**src/rtl/commit_sequencer.sv**
```systemverilog
// commit_sequencer
//   In-order commit buffer. Issue allocates a tag at the tail. Execution
//   units write results back by tag. The head entry retires once it is DONE.
//   A retiring branch whose resolved direction differs from its prediction
//   flushes every entry and redirects fetch.
//
// Entry states:
//   state    | meaning
//   ---------+-------------------------------------------------
//   E_FREE   | slot unoccupied
//   E_ISSUED | allocated, waiting for its writeback
//   E_DONE   | result captured, eligible to commit at the head
//
// Ports:
//   clk_in, rst_in (async, active-low), rdy_in (pause when low)
//   alloc_*        : allocation request from issue; alloc_ready/alloc_tag back
//   wb_*           : result broadcast from execution units
//   rob_commit_signal, commit_rd_* : register-file commit port (1-cycle pulse)
//   clear_signal, redirect_pc      : mispredict flush and fetch redirect
//   count          : number of occupied entries
module commit_sequencer #(
  parameter int ROB_WIDTH = 4
) (
  input  logic                 clk_in,
  input  logic                 rst_in,
  input  logic                 rdy_in,
  input  logic                 alloc_valid,
  input  logic [4:0]           alloc_rd_id,
  input  logic                 alloc_is_branch,
  input  logic                 alloc_pred_taken,
  output logic                 alloc_ready,
  output logic [ROB_WIDTH-1:0] alloc_tag,
  input  logic                 wb_valid,
  input  logic [ROB_WIDTH-1:0] wb_tag,
  input  logic [31:0]          wb_value,
  input  logic                 wb_taken,
  input  logic [31:0]          wb_target,
  output logic                 rob_commit_signal,
  output logic [31:0]          commit_rd_value,
  output logic [4:0]           commit_rd_id,
  output logic [ROB_WIDTH-1:0] commit_rd_tag,
  output logic                 clear_signal,
  output logic [31:0]          redirect_pc,
  output logic [ROB_WIDTH:0]   count
);

  localparam int DEPTH = 1 << ROB_WIDTH;
  localparam logic [ROB_WIDTH:0] FULL_CNT = {1'b1, {ROB_WIDTH{1'b0}}};
  localparam logic [ROB_WIDTH:0] CNT_ONE  = {{ROB_WIDTH{1'b0}}, 1'b1};
  localparam logic [ROB_WIDTH-1:0] PTR_ONE = {{(ROB_WIDTH-1){1'b0}}, 1'b1};

  typedef enum logic [1:0] {
    E_FREE   = 2'd0,
    E_ISSUED = 2'd1,
    E_DONE   = 2'd2
  } entry_state_t;

  entry_state_t        ent_state      [DEPTH];
  logic [4:0]          ent_rd_id      [DEPTH];
  logic                ent_is_branch  [DEPTH];
  logic                ent_pred_taken [DEPTH];
  logic [31:0]         ent_value      [DEPTH];
  logic                ent_taken      [DEPTH];
  logic [31:0]         ent_target     [DEPTH];

  logic [ROB_WIDTH-1:0] head;
  logic [ROB_WIDTH-1:0] tail;

  logic head_done;
  logic flush_now;
  logic do_commit;
  logic do_flush;
  logic do_alloc;
  logic do_wb;

  always_comb begin
    head_done   = (ent_state[head] == E_DONE);
    flush_now   = head_done & ent_is_branch[head] &
                  (ent_taken[head] != ent_pred_taken[head]);
    alloc_ready = (count != FULL_CNT) & ~clear_signal & ~flush_now;
    alloc_tag   = tail;
    do_commit   = rdy_in & head_done;
    do_flush    = do_commit & flush_now;
    // alloc_ready already excludes flush_now, so an allocation never
    // coincides with a flush.
    do_alloc    = rdy_in & alloc_valid & alloc_ready;
    // Judged on pre-edge state: a tag allocated this same edge is still FREE
    // and its writeback is dropped; the committing head is DONE, so it is
    // never rewritten either.
    do_wb       = rdy_in & wb_valid & (ent_state[wb_tag] == E_ISSUED) & ~do_flush;
  end

  always_ff @(posedge clk_in or negedge rst_in) begin
    if (!rst_in) begin
      for (int i = 0; i < DEPTH; i++) ent_state[i] <= E_FREE;
      head              <= '0;
      tail              <= '0;
      count             <= '0;
      rob_commit_signal <= 1'b0;
      clear_signal      <= 1'b0;
      commit_rd_value   <= '0;
      commit_rd_id      <= '0;
      commit_rd_tag     <= '0;
      redirect_pc       <= '0;
    end else begin
      rob_commit_signal <= do_commit;
      clear_signal      <= do_flush;
      if (do_commit) begin
        commit_rd_value <= ent_value[head];
        commit_rd_id    <= ent_rd_id[head];
        commit_rd_tag   <= head;
      end
      if (do_flush) begin
        redirect_pc <= ent_target[head];
        for (int i = 0; i < DEPTH; i++) ent_state[i] <= E_FREE;
        head  <= '0;
        tail  <= '0;
        count <= '0;
      end else begin
        if (do_wb) ent_state[wb_tag] <= E_DONE;
        if (do_commit) begin
          ent_state[head] <= E_FREE;
          head            <= head + PTR_ONE;
        end
        if (do_alloc) begin
          ent_state[tail] <= E_ISSUED;
          tail            <= tail + PTR_ONE;
        end
        case ({do_alloc, do_commit})
          2'b10:   count <= count + CNT_ONE;
          2'b01:   count <= count - CNT_ONE;
          default: count <= count;
        endcase
      end
    end
  end

  // Payload fields are only meaningful while the slot is ISSUED/DONE,
  // so they need no reset.
  always_ff @(posedge clk_in) begin
    if (do_alloc) begin
      ent_rd_id[tail]      <= alloc_rd_id;
      ent_is_branch[tail]  <= alloc_is_branch;
      ent_pred_taken[tail] <= alloc_pred_taken;
    end
    if (do_wb) begin
      ent_value[wb_tag]  <= wb_value;
      ent_taken[wb_tag]  <= wb_taken;
      ent_target[wb_tag] <= wb_target;
    end
  end

endmodule
```
**config.mk**
```make
export PLATFORM = sky130hd
export DESIGN_NAME = commit_sequencer
export DESIGN_NICKNAME = d
export VERILOG_FILES = /design/src/rtl/commit_sequencer.sv
export SDC_FILE = /design/constraint.sdc
export NUM_CORES = 1
export LEC_CHECK = 0
export BUFFER_PORTS_ARGS = -buffer_cell sky130_fd_sc_hd__buf_2
export CAP_MARGIN = 20
export CORE_ASPECT_RATIO = 0.75
export CORE_MARGIN = 10
export CORE_UTILIZATION = 30
export DETAILED_ROUTE_END_ITERATION = 16
export PLACE_DENSITY_LB_ADDON = 0.1
export SETUP_SLACK_MARGIN = 0.5
export SKIP_CTS_REPAIR_TIMING = 1
export SLEW_MARGIN = 40
export SYNTH_ARGS = -nofsm -noshare
export SYNTH_HDL_FRONTEND = slang
export SYNTH_SLANG_ARGS = --single-unit
```
**constraint.sdc**
```tcl
create_clock -name clk_in -period 11.7 [get_ports clk_in]
set_input_delay 0.585 -clock clk_in [delete_from_list [all_inputs] [get_ports clk_in]]
set_output_delay 0.585 -clock clk_in [all_outputs]
set_load 0.03 [all_outputs]
```
==> impl_results.md, run 1 <==
* Rel. slew slack at between 40 and 50%
* DR WL met3 at ~5100 um
* RSZ-0062 raised after global routing: false
* Insertion delay to the later sink of the worst-skew pair at about 0.76 ns
* Post-Syn Area at a little under 50,000 um^2
* Clk buf depth at 3
* Post-route cell area at approximately 57,000 um^2
* Fin. max-slew vios at 0
* Crit path time final at between 5 and 6 ns
* First-pass GRT wire length at about 190,000 um
* Metal1 wirelength at approximately 62,000 um
* Initial antenna violation count at 21
* Final #Nets at roughly 2,500
* Yosys reg bits at around 1,300
* Routed vias at between 20,000 and 25,000
* XOR/XNOR share of the synthesized area at less than 1%
* Post-synthesis simple-gate area fraction at between 2 and 3%
* Leakage power at 18.8 nW
* Mean Syn Cell Area at roughly 23 um^2
* Residual DRC at 0
* Worst hold stages at 3
* Top-count cell post-synth: edfxtp_1
* GRT Overall Usage at about 15%
* Dominant synthesized flop cell: edfxtp_1
* Top cells by area, synth: edfxtp_1, mux4_2, dfrtp_1
* Vias per Instance at between 4 and 5
* # fillers at between 10,000 and 15,000
* Mux contribution to synthesized area at 17.9%
* Vias in the first global route at between 20,000 and 25,000
* HPWL Detailed at around 75,000 um
* Clk root buf: clkbuf_16
* Clock slew at reported path FFs at around 0.06 ns
* Fin. Hold Viols at 0
* CTS Sinks at 1,272
* DR WL met2 at around 63,000 um
* Syn_nets at 2,262
* Count of non-filler cells in the finished layout at roughly 4,700
* Largest family of logic cells by synthesized area: multiplexers
* Largest net degree at the start of global routing at between 60 and 70
* Total power draw at ~13 mW
* Ports at 166
* Detail Route Antenna Nets at 0
* Setup TNS Final at 0 ns
* Total CTS buffers at roughly 140
* Post-Syn Instances at 2,169
* Chip height at 370 um
* Top layer in use: met5
* # port buffers at 165
* Seq. cell area at between 30,000 and 40,000 um^2
* R2R cell count at 14
* Synth Warn # at 0
* Worst Path Max Fanout at 60
* Area leader, netlist: edfxtp_1
* Final period util at between 50% and 60%
* Top cells by count, synth: edfxtp_1, mux4_2, nand2_1
* Die width at between 400 and 500 um
* Final setup viols at 0
* Grt ovf at 0
* 1st-iter DRT viols at roughly 1,800
* CP endpoint kind: flip-flop
* Status: complete, no violations
* Number of flops mapped to enable cells by yosys at approximately 1,200
* Critical path arrival at ~6.4 ns
* Hold WC Path Type: in2reg
* Complex-gate fraction of the synthesized area at under 10%
* Final core area utilization at 35.3%
* Worst Max-Slew Pin Slew at around 0.82 ns
* H-tree depth at 4
* Crit Path Category: reg2reg
* Pwr/cell area at about 220 nW/um^2
* Post-synthesis sequential area ratio at between 70% and 80%
* Synth unique cells at 63
* Wire per inst at about 28 um
* Clk_skew at 0.0227 ns
* TritonCTS clock tree: done
* DRT Pass-1 Iters at 5
* Ys async rst share at a little under a tenth
* GPL Wtd Cong at around 0.75
* Placed Cells at roughly 4,400
* Die ar. at ~180,000 um^2
* VDD IR max at 0.000119 V
* Initial core utilization at a little under a third
* Post-placement cell area at 52,700 um^2
* Synthesis-to-layout area growth at 16.8%
* Placeable Area at 162,000 um^2
* Footprint of the multi-input gates at between 10,000 and 15,000 um^2
* Rows at ~130
* Upper clock frequency limit at 167 MHz
* Fraction of layout cells with a size suffix above 1 at around 34%
* Max cap viols at 0
* Yosys top cell area share at 70.6%
* Worst Path Required at approximately 12 ns
* Crit start category: flip-flop
* Synth Area in Adders at 0.322%
* Final WL at approximately 130,000 um
==> per-stage QoR <==
stage | setup WS (ns) | hold WS, ns
after floorplan | 6.10 | 0.289
after global placement | 4.64 | 0.469
after detailed placement | 5.49 | 0.468
after CTS | 5.46 | -0.275
after global routing | 5.26 | 0.157
final | 5.72 | 0.190
==> placed cells by master, fill, tap and decap left out, types with 20 or more instances in the layout <==
cell	count
clkbuf_1	45
edfxtp_1	1152
dfrtp_1	116
mux2_2	27
clkbuf_16	146
nor2_1	20
nand2_1	138
buf_6	32
buf_2	164
mux4_2	370
==> final cells by class <==
cell class                 instances  share of cell area (%)
clock buffer                     198                    6.85
inverter                          17                   0.125
timing repair buffer             211                    2.39
antenna                            1                 0.00437
tap                             2145                    4.69
multi-input combinational        770                    19.2
clock inverter                    57                    1.05
sequential                      1272                    65.7
==> routing by layer <==
metal	up-vias	global-route usage (%)
li1	9593	-
met1	12600	20.7
met2	515	23.3
met3	213	2.65
met4	4	3.47
met5	-	0
==> flip-flops by register name, summed over array words and instances, names as in the netlist, 5 cells and up <==
| register | cells |
|---|---|
| count | 5 |
| ent_target | 512 |
| commit_rd_value | 32 |
| ent_taken | 16 |
| ent_rd_id | 80 |
| ent_state | 32 |
| ent_pred_taken | 16 |
| ent_value | 512 |
| ent_is_branch | 16 |
| commit_rd_id | 5 |
| redirect_pc | 32 |
==> power breakdown <==
part / leakage (nW) / switching [mW] / internal, mW
combinational: 4.73 / 1.65 / 1.41
clock: 2.19 / 1.79 / 2.58
sequential: 11.9 / 0.198 / 5.17
total: 18.8 / 3.64 / 9.16
==> logic make-up (layout without fill, tap and decap cells) <==
kind of cell               after synthesis  after routing
and+or+nand+nor                        270            270
buffers and inverters                  127            483
DFF                                   1272           1272
adders and majority gates               12             12
other                                    0              1
xor gates and xnor gates                 4              4
AOI/OAI and AO/OA                       73             73
muxes                                  411            411
==> critical path: stages, from the launching register on <==
cell     delay [ns]
dfrtp_4        0.61
buf_6          0.56
mux4_2         0.60
mux2i_1        0.24
nor4b_2        0.44
nor2_4         0.04
buf_4          0.26
buf_12         0.23
inv_2          0.08
buf_6          0.56
nand2_4        0.18
inv_4          0.39
buf_6          0.52
nor2_4         0.27
buf_6          0.39
==> worst paths after layout <==
path | start | to | slack [ns]
worst min-delay path | rdy_in | count[4] | 0.19
worst min register to register | commit_rd_value[24] | commit_rd_value[24] | 0.47
worst max-delay path | head[0] | ent_value[2][13] | 5.72
max in group asynchronous | rst_in | commit_rd_value[16] | 10.15
worst max register to register | head[0] | ent_value[2][13] | 5.72
min in group asynchronous | rst_in | redirect_pc[25] | 0.38
Note: power is estimated with default switching activity, not from simulation.
==> run 2: changes to the inputs <==
ABC_AREA = 1   (was not set)
clock period = 5.6 ns   (was 11.7 ns; I/O delays follow)
==> run 2 against run 1 <==
  * Clock skew increased by 0.0018 ns
  * Combinational power increased to 2.9 times the previous value
  * Largest cell class unchanged
  * Via count increased by 40%
  * Utilization increased by 0.22 points
  * Cell count increased by 40%
  * Sequential share of layout area decreased by 1.6 points
  * Worst hold slack got worse by 0.095 ns
  * Area after synthesis increased by 2.1%
  * Non-clock buffer count increased by 86
  * Sequential power increased by 110%
==> impl_results.md, run 2 <==
* Status: complete, no violations
* Fin. max-slew vios at 0 (unchanged)
* Worst Path Required at 6.01 ns (-6.10 ns)
* H-tree depth at 4 (unchanged)
* Final setup viols at 0 (unchanged)
* Area leader, netlist: edfxtp_1
* Vias in the first global route at 31,200 (+26%)
* Worst R2R Setup Slack at 1.18 ns (-4.54 ns)
* Ys async rst share at 9.43% (unchanged)
* Final WS setup at 1.18 ns (-4.54 ns)
* Chip height at 374 um (+0.99%)
* # port buffers at 165 (unchanged)
* Synthesis-to-layout area growth at 17.3%
* Place WS at 1.17 ns (-4.31 ns)
* Final WL at 155,000 um (+18%)
* Worst flop-to-flop path startpoint: head[1]
* Routed vias at 32,000 (+40%)
* GPL Wtd Cong at 0.848 (+13%)
* Leakage power at 20.4 nW (+8.2%)
* Clock slew at reported path FFs at 0.06 ns (about the same)
* Crit Path Category: reg2reg
* XOR/XNOR share of the synthesized area at 0.0701% (-0.0015 points)
* GRT met2 Usage at 24.8% (+1.5 points)
* Crit path time final at 4.42 ns (-1.56 ns)
* Ports at 166 (unchanged)
* Mean Syn Cell Area at 12.5 um^2 (-45%)
* Complex-gate fraction of the synthesized area at 11.1% (+10 points)
* Number of flops mapped to enable cells by yosys at 1,152 (unchanged)
* Worst Path Max Fanout at 44 (-27%)
* Clk root buf: clkbuf_16
* Die width at 491 um (+1.0%)
* CP peak stage delay at 0.84 ns (+0.23 ns)
* Most frequent cells in the layout: edfxtp_1, nor2_1, o21ai_0
* Top Registers: ent_target: 512 flops, ent_value: 512 flops, ent_rd_id: 80 flops
* # fillers at 16,300 (+9.1%)
* Residual DRC at 0 (unchanged)
* Total power draw at 29.3 mW (+130%)
* Most common cell on crit path: nand2_1
* Vias per Instance at 4.90 (-0.29%)
* Worst Max-Slew Pin Slew at 0.980 ns (+0.158 ns)
* Top-count cell post-synth: edfxtp_1
* VDD IR max at 0.000316 V (+170%)
* Crit path max-delay family: buffers and inverters
* Max cap viols at 0 (unchanged)
* Largest net degree at the start of global routing at 191 (+190%)
* Met1 global-route usage at 24.2% (+3.5 points)
* Setup TNS Final at 0 ns (unchanged)
* TritonCTS clock tree: done
* Fraction of layout cells with a size suffix above 1 at 10.8% (-23 points)
* Rows at 129 (+0.78%)
* Busiest layer in global routing: met2
* Reg2reg end: ent_target[13][21]
* Clk_skew at 0.0245 ns (+0.00185 ns)
* CP Cell Sequence: buf_4, nand3_1, nand2_1, nand2_1, nand2_1, nor2_1, nand2_1, nand2_1, nand3_4, nand2_2, inv_2, nand2_1, inv_4, buf_4
* Fin. Hold Viols at 0 (unchanged)
* Synth Warn # at 0 (unchanged)
* Top cells by count, synth: edfxtp_1, nor2_1, o21ai_0
* Final #Nets at 4,286 (+71%)
* CTS Sinks at 1,272 (unchanged)
* Synth unique cells at 28 (-56%)
* Crit start category: flip-flop
* Yosys reg bits at 1,272 (unchanged)
* HPWL Detailed at 85,500 um (+14%)
* CP endpoint kind: flip-flop
* Synth Area in Adders at 0.315% (-0.0066 points)
* DRT Pass-1 Iters at 5 (unchanged)
* Worst path bufs/invs at 4 (-4)
* GRT Overall Usage at 16.4% (+1.8 points)
* Insertion delay to the later sink of the worst-skew pair at 0.79 ns (+0.03 ns)
* R2R cell count at 14 (unchanged)
* 1st-iter DRT viols at 2,771 (+54%)
* Placeable Area at 165,000 um^2 (+1.9%)
* Post-Syn Instances at 4,006 (+85%)
* Grt ovf at 0 (unchanged)
* Most common cell after layout, fill and taps aside: edfxtp_1
* First-pass GRT wire length at 227,000 um (+19%)
* M3 GR Usage at 3.07% (+0.42 points)
* Pwr/cell area at 499 nW/um^2 (+120%)
* Initial core utilization at 30.3% (+0.067 points)
* Top cells by area, synth: edfxtp_1, dfrtp_1, o21ai_0
* CP max-delay cell: dfrtp_4
* Upper clock frequency limit at 226 MHz (+35%)
* Post-synthesis sequential area ratio at 75.2% (-1.6 points)
* Yosys top cell area share at 69.2% (-1.5 points)
* Rel. slew slack at 34.7% (-11 points)
* Seq. cell area at 37,600 um^2 (about the same)
* Footprint of the multi-input gates at 10,900 um^2 (-0.92%)
* Detail Route Antenna Nets at 0 (unchanged)
* Clk buf depth at 3 (unchanged)
* Hold WC Path Type: in2async
* Initial antenna violation count at 5 (-76%)
* Post-Syn Area at 50,000 um^2 (+2.1%)
* Die ar. at 184,000 um^2 (+2.0%)
* Final period util at 78.9% (+28 points)
* Wire per inst at 23.8 um (-16%)
* Post-synthesis simple-gate area fraction at 10.1% (+7.4 points)
* Syn_nets at 4,099 (+81%)
* Critical path arrival at 4.83 ns (-1.56 ns)
* Largest family of logic cells by synthesized area: compound AO/OA/AOI/OAI gates
* Mux contribution to synthesized area at 0% (-18 points)
* Dominant synthesized flop cell: edfxtp_1
* Total CTS buffers at 139 (+1.5%)
* RSZ-0062 raised after global routing: false
run 2: cell types whose count changed after synthesis, moves of 20 or more:
cell      before  now
o21ai_0       10  599
nand2_1      138  509
nand3_1       12  132
mux2_2        27    0
nor2_1        38  607
clkbuf_1      58  188
o21ai_1        2   49
o22ai_1        1  290
mux4_2       370    0
inv_1         14  135
and3_1        20    0
a21oi_1       11   98
run 2: routing by layer:
metal / wire [um] / part of all wire, % / vias to the layer above
li1: - / - / 14900
met1: 76600 / 49 / 16200
met2: 69000 / 44 / 757
met3: 7350 / 4.7 / 172
met4: 2550 / 1.6 / 2
met5: 8 / 0.0051 / -
run 2: report_power, final:
| part | switching (mW) | internal, mW | leakage, nW |
|---|---|---|---|
| registers | 0.383 | 10.8 | 11.9 |
| clock network | 3.95 | 5.26 | 2.20 |
| logic | 6.42 | 2.46 | 6.29 |
run 2: worst register-to-register path, delay by kind of cell, from the launching register on:
kind          cells  cell delay (ns)
buf+inv           4             1.91
simple gates     10             1.27
flops             1             0.84
run 2: how the worst max path moves through the flow:
stage,startpoint,to,slack [ns],depth (start not counted)
6_report,head[1],ent_target[13][21],1.18,14
5_1_grt,head[0],ent_target[3][10],0.92,16
4_1_cts,head[1],ent_target[13][21],1.14,14
3_5_place_dp,head[1],ent_target[13][26],1.17,14
3_3_place_gp,head[1],ent_value[3][29],1.04,14
2_1_floorplan,head[0],ent_taken[0],0.89,16
run 2: area by class of cell:
| type | instances | area share (%) |
|---|---|---|
| antenna | 2 | 0.00853 |
| clock buffer | 176 | 6.36 |
| sequential | 1272 | 64.1 |
| clock inverter | 80 | 1.31 |
| multi-input combinational | 2333 | 18.5 |
| timing repair buffer | 297 | 3.85 |
| inverter | 150 | 1.09 |
| tap | 2227 | 4.75 |
run 2: kinds of logic after synthesis:
| family | after synthesis |
|---|---|
| compound gates | 1037 |
| flops | 1272 |
| fa+ha+maj | 12 |
| xor+xnor | 4 |
| buf+inv | 401 |
| simple gates | 1280 |
run 2: metrics by stage:
stage	instances	area, um^2	util, %	hold WS [ns]
after floorplan	4006	50000	-	-0.0156
after global placement	6197	53200	32.2	0.441
after detailed placement	6202	53300	32.3	0.352
after CTS	6458	57800	35.0	-0.513
after global routing	6535	58600	35.5	0.124
final	6537	58700	35.5	0.0952
